File: src/rtl/cu_ctrl_pipe_pkg.sv
// Shared types for the control-word pipeline: select enums, the packed
// control word carried down the pipe, and its reset/bubble value.
package cu_ctrl_pipe_pkg;

    typedef enum logic [1:0] {
        ctrlDefault = 2'd0,
        ctrlJ       = 2'd1,
        ctrlJAL     = 2'd2,
        ctrlJR      = 2'd3
    } jctrl;

    typedef enum logic [1:0] {
        ctrlALURESULT = 2'd0,
        ctrlMEMDATA   = 2'd1,
        ctrlPC4       = 2'd2,
        ctrlLUI       = 2'd3
    } wctrl;

    typedef enum logic [1:0] {
        ctrlLSB     = 2'd0,
        ctrlSIGNEXT = 2'd1,
        ctrlZEROEXT = 2'd2,
        ctrlMSB     = 2'd3
    } ectrl;

    localparam int WDEST_W = 5;

    // 15-bit decoded control word
    typedef struct packed {
        jctrl               jsel;
        wctrl               wsel;
        ectrl               esel;
        logic               regwen;
        logic               dmemren;
        logic               dmemwen;
        logic               halt;
        logic [WDEST_W-1:0] wdest;
    } ctrl_word_t;

    localparam ctrl_word_t CTRL_NOP = '{
        jsel:    ctrlDefault,
        wsel:    ctrlALURESULT,
        esel:    ctrlLSB,
        regwen:  1'b0,
        dmemren: 1'b0,
        dmemwen: 1'b0,
        halt:    1'b0,
        wdest:   '0
    };

    // A load that writes a real register (r0 writes never create a hazard)
    function automatic logic isLoad(input ctrl_word_t c);
        return c.dmemren & c.regwen & (c.wdest != '0);
    endfunction

endpackage

File: src/rtl/cu_ctrl_stage.sv
// One control pipeline register: flush beats hold, hold beats bubble,
// otherwise the stage loads from its predecessor (or from ID for stage 0).
module cu_ctrl_stage
    import cu_ctrl_pipe_pkg::*;
(
    input  logic       CLK,
    input  logic       RST,
    input  logic       flush,
    input  logic       hold,
    input  logic       bubble,
    input  logic       prevValid,
    input  ctrl_word_t prevCtrl,
    output logic       valid,
    output ctrl_word_t ctrl
);

    // Stage register update; the ctrl word is left untouched on flush/bubble
    // since it is ignored whenever valid is low.
    always_ff @(posedge CLK or posedge RST) begin
        if (RST) begin
            valid <= 1'b0;
            ctrl  <= CTRL_NOP;
        end else if (flush) begin
            valid <= 1'b0;
        end else if (!hold) begin
            if (bubble) begin
                valid <= 1'b0;
            end else begin
                valid <= prevValid;
                ctrl  <= prevCtrl;
            end
        end
    end

endmodule

File: src/rtl/cu_ctrl_pipe.sv
// Control-word pipeline for the pipelined MIPS core: carries the decoded
// control word from ID through STAGES registers, with per-stage stall and
// flush, load-use bubble insertion, jump redirect and a sticky halt.
module cu_ctrl_pipe
    import cu_ctrl_pipe_pkg::*;
#(
    parameter int STAGES = 3,
    parameter int REGW   = 5,
    parameter int JSTAGE = 0
) (
    input  logic                     CLK,
    input  logic                     RST,
    input  logic                     in_valid,
    input  ctrl_word_t               in_ctrl,
    input  logic [REGW-1:0]          in_rs,
    input  logic [REGW-1:0]          in_rt,
    output logic                     in_ready,
    input  logic [STAGES-1:0]        stall,
    input  logic [STAGES-1:0]        flush,
    output logic [STAGES-1:0]        st_valid,
    output ctrl_word_t [STAGES-1:0]  st_ctrl,
    output logic                     lu_hazard,
    output logic                     redirect,
    output jctrl                     redirect_sel,
    output logic                     halted
);

    logic [STAGES-1:0] holdVec;
    logic [STAGES-1:0] flushEff;
    logic              redirKill;
    logic              inTake;

    // Effective hold: a stalled stage freezes itself and every younger stage
    always_comb begin
        holdVec = '0;
        for (int i = 0; i < STAGES; i++) begin
            holdVec[i] = |(stall >> i);
        end
    end

    assign lu_hazard = in_valid & st_valid[0] & isLoad(st_ctrl[0])
                     & ((REGW'(st_ctrl[0].wdest) == in_rs) | (REGW'(st_ctrl[0].wdest) == in_rt));

    assign redirect     = st_valid[JSTAGE] & (st_ctrl[JSTAGE].jsel != ctrlDefault) & ~flush[JSTAGE];
    assign redirect_sel = redirect ? st_ctrl[JSTAGE].jsel : ctrlDefault;

    assign in_ready = ~holdVec[0] & ~lu_hazard & ~halted;

    // Younger instructions are killed only on the edge where the jump itself
    // moves on; while it is held they are held too and the redirect persists.
    assign redirKill = redirect & ~holdVec[JSTAGE];
    assign inTake    = in_valid & in_ready & ~redirect;

    // Squash the registers that would receive the instructions currently in
    // stages 0..JSTAGE-1 (i.e. stages 1..JSTAGE); the ID input is gated above.
    always_comb begin
        flushEff = flush;
        for (int i = 1; i < STAGES; i++) begin
            if (i <= JSTAGE) begin
                flushEff[i] = flush[i] | redirKill;
            end
        end
    end

    for (genvar g = 0; g < STAGES; g++) begin : gStage
        if (g == 0) begin : gFirst
            cu_ctrl_stage uStage (
                .CLK       (CLK),
                .RST       (RST),
                .flush     (flushEff[0]),
                .hold      (holdVec[0]),
                .bubble    (1'b0),
                .prevValid (inTake),
                .prevCtrl  (in_ctrl),
                .valid     (st_valid[0]),
                .ctrl      (st_ctrl[0])
            );
        end else begin : gRest
            cu_ctrl_stage uStage (
                .CLK       (CLK),
                .RST       (RST),
                .flush     (flushEff[g]),
                .hold      (holdVec[g]),
                .bubble    (holdVec[g-1]),
                .prevValid (st_valid[g-1]),
                .prevCtrl  (st_ctrl[g-1]),
                .valid     (st_valid[g]),
                .ctrl      (st_ctrl[g])
            );
        end
    end

    // Sticky halt once a halt word sits valid in the last stage
    always_ff @(posedge CLK or posedge RST) begin
        if (RST) begin
            halted <= 1'b0;
        end else if (st_valid[STAGES-1] & st_ctrl[STAGES-1].halt) begin
            halted <= 1'b1;
        end
    end

endmodule

File: config.mk
export PLATFORM = sky130hd
export DESIGN_NAME = cu_ctrl_pipe
export DESIGN_NICKNAME = d
export VERILOG_FILES = /design/src/rtl/cu_ctrl_pipe_pkg.sv /design/src/rtl/cu_ctrl_stage.sv /design/src/rtl/cu_ctrl_pipe.sv
export SDC_FILE = /design/constraint.sdc
export NUM_CORES = 1
export LEC_CHECK = 0
export ABC_AREA = 1
export ABC_CLOCK_PERIOD_IN_PS = 1300
export CAP_MARGIN = 30
export CORE_ASPECT_RATIO = 1.25
export CORE_MARGIN = 5
export CORE_UTILIZATION = 39
export CTS_CLUSTER_SIZE = 8
export DETAILED_ROUTE_END_ITERATION = 8
export PLACE_DENSITY = 0.76
export SETUP_SLACK_MARGIN = 0.1
export SYNTH_ARGS = -nofsm -noshare
export SYNTH_HDL_FRONTEND = slang
export SYNTH_SLANG_ARGS = --single-unit
File: constraint.sdc
create_clock -name CLK -period 1.3 [get_ports CLK]
set_input_delay 0.195 -clock CLK [delete_from_list [all_inputs] [get_ports CLK]]
set_output_delay 0.195 -clock CLK [all_outputs]
set_load 0.1 [all_outputs]
======== Word-level counts from Yosys, hierarchy flattened ========
Index checks and enable logic that the tools add are counted.
cells by class
  mux-type cells .......................... 9
  bitwise gates (word level) .............. 22
  reduce and logical (&&, ||, !) cells .... 7
  eq/ne operators ......................... 5
operators by type and width
  operator              number
  $and A1 B1 Y1         12
  $eq A5 B5 Y1          2
  $not A1 Y1            9
  $mux W1               8
  $reduce_and A3 Y1     2
  $reduce_bool A5 Y1    1
  $ne A2 B2 Y1 const B  2
  $reduce_or A3 Y1      1
  $mux W2               1
  $ne A2 B1 Y1 const B  1
  $reduce_and A2 Y1     1
  $reduce_bool A2 Y1    1
  $reduce_or A2 Y1      1
  $or A1 B1 Y1          1
word-level totals
  register bits after elaboration ......... 49
  input bits .............................. 34
  logic and storage cells ................. 71

======== Depth between registers and ports, before layout ========
  word-level depth ........................ 11
  mapped depth ............................ 9
  depth with buffers taken out ............ 9

======== Modules after synthesis ========
From an unflattened synthesis, not the netlist that was laid out.
second synthesis, totals
  cell total of the unflattened synthesis .. 287
  area total of the unflattened synthesis .. 2309.7 um^2
by module, submodules not included
  module         instances  seq. area each (um^2)  cells an instance  area an instance (um^2)
  cu_ctrl_stage  3          400.4                  71                 655.6
  cu_ctrl_pipe   1          25.0                   74                 342.8

======== Worst setup path after synthesis ========
Ideal clock, no wire load.
  path kind ............................... register to output
  start point ............................. register gStage[0].gFirst.uStage.ctrl[0] in the netlist's numbering
  end point ............................... output port in_ready
  setup slack ............................. -2.061 ns
  cell stages (with the launch flop) ...... 9
  arrival ................................. 3.166 ns
  path buffers ............................ 0
  data required time ...................... 1.105 ns
  path through ............................ dfrtp_1 > nor2_1 > nor2_1 > nor2_1 > nand3_1 > nand2_1 > nand2_1 > inv_1 > nor2_1
on the way
  longest elaborated chain between the ends .. 7
  elaborated cells on any way between the ends .. 10
  those cells by class .................... eq/ne (2); bitwise (7); reduce/logical (1)
RTL lines
  item                             RTL line                RTL
  start, declared                  cu_ctrl_stage.sv:14     output ctrl_word_t ctrl
  start signal, assigned           cu_ctrl_stage.sv:30     ctrl <= prevCtrl;
  $reduce_bool A5 Y1               cu_ctrl_pipe_pkg.sv:53  return c.dmemren & c.regwen & (c.wdest != '0);
  $and A1 B1 Y1                    cu_ctrl_pipe_pkg.sv:53
  $and A1 B1 Y1                    cu_ctrl_pipe.sv:41      assign lu_hazard = in_valid & st_valid[0] & isLoad(st_ctrl[0])
  $and A1 B1 Y1 (*)                cu_ctrl_pipe.sv:42      & ((REGW'(st_ctrl[0].wdest) == in_rs) | (REGW'(st_ctrl[0].wdest) == in_rt));
  via lu_hazard                    cu_ctrl_pipe.sv:22      output logic lu_hazard,
  $not A1 Y1 (*)                   cu_ctrl_pipe.sv:47      assign in_ready = ~holdVec[0] & ~lu_hazard & ~halted;
  $and A1 B1 Y1 (*) (2 in series)  cu_ctrl_pipe.sv:47
  end, declared                    cu_ctrl_pipe.sv:17      output logic in_ready,
The timed path passes the listed nets; every way through them passes the cells marked *.

======== Worst setup path in the final report ========
  start point ............................. register gStage[0].gFirst.uStage.ctrl[0] in the netlist's numbering
  end point ............................... output port in_ready
on the way
  longest elaborated chain between the ends .. 7
  elaborated cells on any way between the ends .. 10
  those cells by class .................... eq/ne (2); bitwise (7); reduce/logical (1)
RTL lines
  item                             RTL line
  $reduce_bool A5 Y1               cu_ctrl_pipe_pkg.sv:53
  $and A1 B1 Y1                    cu_ctrl_pipe_pkg.sv:53
  $and A1 B1 Y1                    cu_ctrl_pipe.sv:41
  $and A1 B1 Y1 (*)                cu_ctrl_pipe.sv:42
  $not A1 Y1 (*)                   cu_ctrl_pipe.sv:47
  $and A1 B1 Y1 (*) (2 in series)  cu_ctrl_pipe.sv:47
Mark *: on every way between the ends. The rest lies on a longest branch, timed or not.

==> flow_summary.json <==
{
  "crit_path_max_fanout": 5,
  "final-hold-violation-count": 0,
  "synthArstFlopShare_pct": 100,
  "peakVddDrop_v": 0.00112,
  "slew_headroom_pct": 80.7,
  "synth_top_area_cell": "dfrtp_1",
  "syn_to_final_growth_pct": 90.4,
  "synth_top_area_share_pct": 54.3,
  "die_y_um": 95.1,
  "cts_tree": "built",
  "ys_types": 24,
  "yosys_warnings": 0,
  "clk_pin_slew_ns": 0.09,
  "htree_num_levels": 2,
  "core_area_um2": 5700,
  "cts.sinks": 49,
  "p_leak_nw": 1.99,
  "via_per_inst": 4.76,
  "mappedNetlistNets": 261,
  "critical_path_arrival_ns": 1.77,
  "setup_viol": 11,
  "dieWidth_um": 78.0,
  "required_ns": 1.11,
  "nNetsFinal": 380,
  "synthTopCellsByArea": "dfrtp_1 54%, nand2_1 7.5%, mux2_4 7.3%",
  "drive_gt1_share_pct": 62.0,
  "postRouteAntennaNets": 0,
  "boundaryPins": 88,
  "synth_most_common_cell": "dfrtp_1",
  "rows": 31,
  "vias": 1964,
  "grt_pass1_wl_um": 10400,
  "clock_skew_ns": 0.00526,
  "setup_slack_ns": -0.661,
  "synth_edf_count": 0,
  "start_kind": "flop",
  "routedWlPerCell_um": 15.4,
  "start_util_pct": 39.6,
  "period_needed_ns": 1.96,
  "hpwl_um": 4900,
  "final_max_slew_viol_count": 0,
  "place_congestion": 0.794,
  "drt_first_pass_iters": 4,
  "grt_pass1_vias": 2169,
  "hold_path_class": "input pin to flop",
  "clockBufferDepth": 2,
  "violations": "negative setup slack",
  "gr-total-overflow": 0,
  "synth_area_per_cell_um2": 9.94,
  "drv_cap": 0,
  "synthFlopType": "dfrtp_1",
  "hold_ws_ns": 0.144,
  "dpl_worst_slack_ns": -0.539,
  "drtIter0Drc": 84,
  "antenna_found_initial": 0,
  "die_area_um2": 7420,
  "crit_type": "flop to output pin",
  "grt_max_degree": 24,
  "synth_area_um2": 2260,
  "cts_root_buf": "clkbuf_8",
  "grtUsageTotal_pct": 17.6,
  "powerDensity_nw_per_um2": 2060,
  "portBuffers": 87,
  "wl_um": 6360,
  "n_antenna_cell": 0,
  "synth_seq_area_share_pct": 54.3,
  "tightest_slew_ns": 0.289,
  "clock_latency_ns": 0.31,
  "synth-seq-cells": 49,
  "syn_inst": 227,
  "worstSetupEndpointType": "output pin",
  "rsz0062_at_grt": "true",
  "drcViolationCount": 0,
  "fin_crit_sh_pct": 151,
  "outcome": "finished, violations left",
  "fmax_mhz": 510,
  "cts_buffers": 5,
  "synth_commonest_cells": "49 x dfrtp_1, 45 x nand2_1, 32 x inv_1, 24 x nor2_1, 13 x a21oi_1"
}
## critical path, stage by stage, from the launching register on
cell	delay, ns
dfrtp_4	0.53
inv_4	0.09
nand2_2	0.04
nand2_1	0.08
nor2_2	0.05
nand3_1	0.08
nand2_1	0.07
nand2_2	0.10
clkinvlp_4	0.11
nor2_4	0.13
buf_12	0.18
## layer usage
metal | share of wire (%) | global-route usage (%) | vias up
met1 | 37 | 19.9 | 944
met3 | 5.0 | 3.78 | 17
met5 | 0 | 0 | -
met2 | 56 | 31.9 | 56
met4 | 2.6 | 7.04 | 0
li1 | - | - | 947
## kinds of logic after synthesis
logic type	count (synthesis)	synth area share [%]
buf+inv	43	9.31
mux	15	9.31
simple gates	83	15.7
compound gates	35	10.5
xor+xnor	2	0.776
flops	49	54.3
## flip-flops by register name, indices dropped and copies added (netlist names)
register,flops
gStage.gRest.uStage.ctrl,30
gStage.gRest.uStage.valid,2
gStage.gFirst.uStage.valid,1
halted,1
gStage.gFirst.uStage.ctrl,15
## report_power, final
| group | leakage [nW] | switching, mW | internal, mW | total [mW] |
|---|---|---|---|---|
| Sequential | 0.541 | 0.520 | 1.98 | 2.50 |
| Clock | 0.0445 | 0.528 | 0.382 | 0.911 |
| Combinational | 1.40 | 3.41 | 2.05 | 5.46 |
## stage by stage
stage / instances / setup TNS [ns] / power (mW) / utilization [%] / area (um2)
2_1_floorplan: 227 / -1.87 / 5.68 / - / 2450
3_3_place_gp: 393 / -17.56 / 7.87 / 71.1 / 4050
3_5_place_dp: 393 / -19.73 / 7.95 / 71.1 / 4050
4_1_cts: 411 / -2.29 / 8.91 / 74.9 / 4270
5_1_grt: 413 / -2.98 / 9.16 / 75.4 / 4300
6_report: 413 / -2.37 / 8.87 / 75.4 / 4300
## cells in the final DEF (no fill, tap or decap), types with 9 or more instances in the layout
master	synthesis	routed
nand2_2	1	14
buf_12	0	57
a21oi_1	13	12
clkdlybuf4s50_1	0	30
buf_4	3	21
nand2_1	45	31
nor2_1	24	17
o21ai_2	11	11
inv_1	32	21
dfrtp_4	0	9
buf_6	5	10
dfrtp_2	0	33
mux2_4	11	11
nor2_4	1	10
## area by class of cell
class | count | area, um2
clock buffers | 5 | 68.8
clock inverters | 3 | 21.3
fillers | 353 | 1400
inverters | 33 | 149
multi-input cells | 137 | 950
flip-flops and latches | 49 | 1300
well taps | 66 | 82.6
repair buffers | 120 | 1730
## repair_timing
item	4_1_cts	5_1_grt
cloned	2	0
pin swaps	9	5
hold buffers	0	0
resized for setup	28	7
endpoints found under the setup margin	60	32
setup buffers	8	5
hold endpoints to repair	0	0
## final timing paths
check	end	startpoint	cells after the start	slack, ns
max	in_ready	gStage[0].gFirst.uStage.ctrl[0]$_DFFE_PP0P_	10	-0.66
min reg2reg	halted$_DFFE_PP0P_	halted$_DFFE_PP0P_	1	0.55
max reg2reg	gStage[0].gFirst.uStage.valid$_DFFE_PP0P_	gStage[0].gFirst.uStage.ctrl[0]$_DFFE_PP0P_	11	-0.34
min	gStage[2].gRest.uStage.valid$_DFFE_PP0P_	stall[2]	3	0.14
max in group asynchronous	gStage[0].gFirst.uStage.ctrl[13]$_DFFE_PP0P_	RST	3	0.69
min in group asynchronous	gStage[2].gRest.uStage.ctrl[4]$_DFFE_PP0P_	RST	2	0.20
Note: power is estimated with default switching activity, not from simulation.
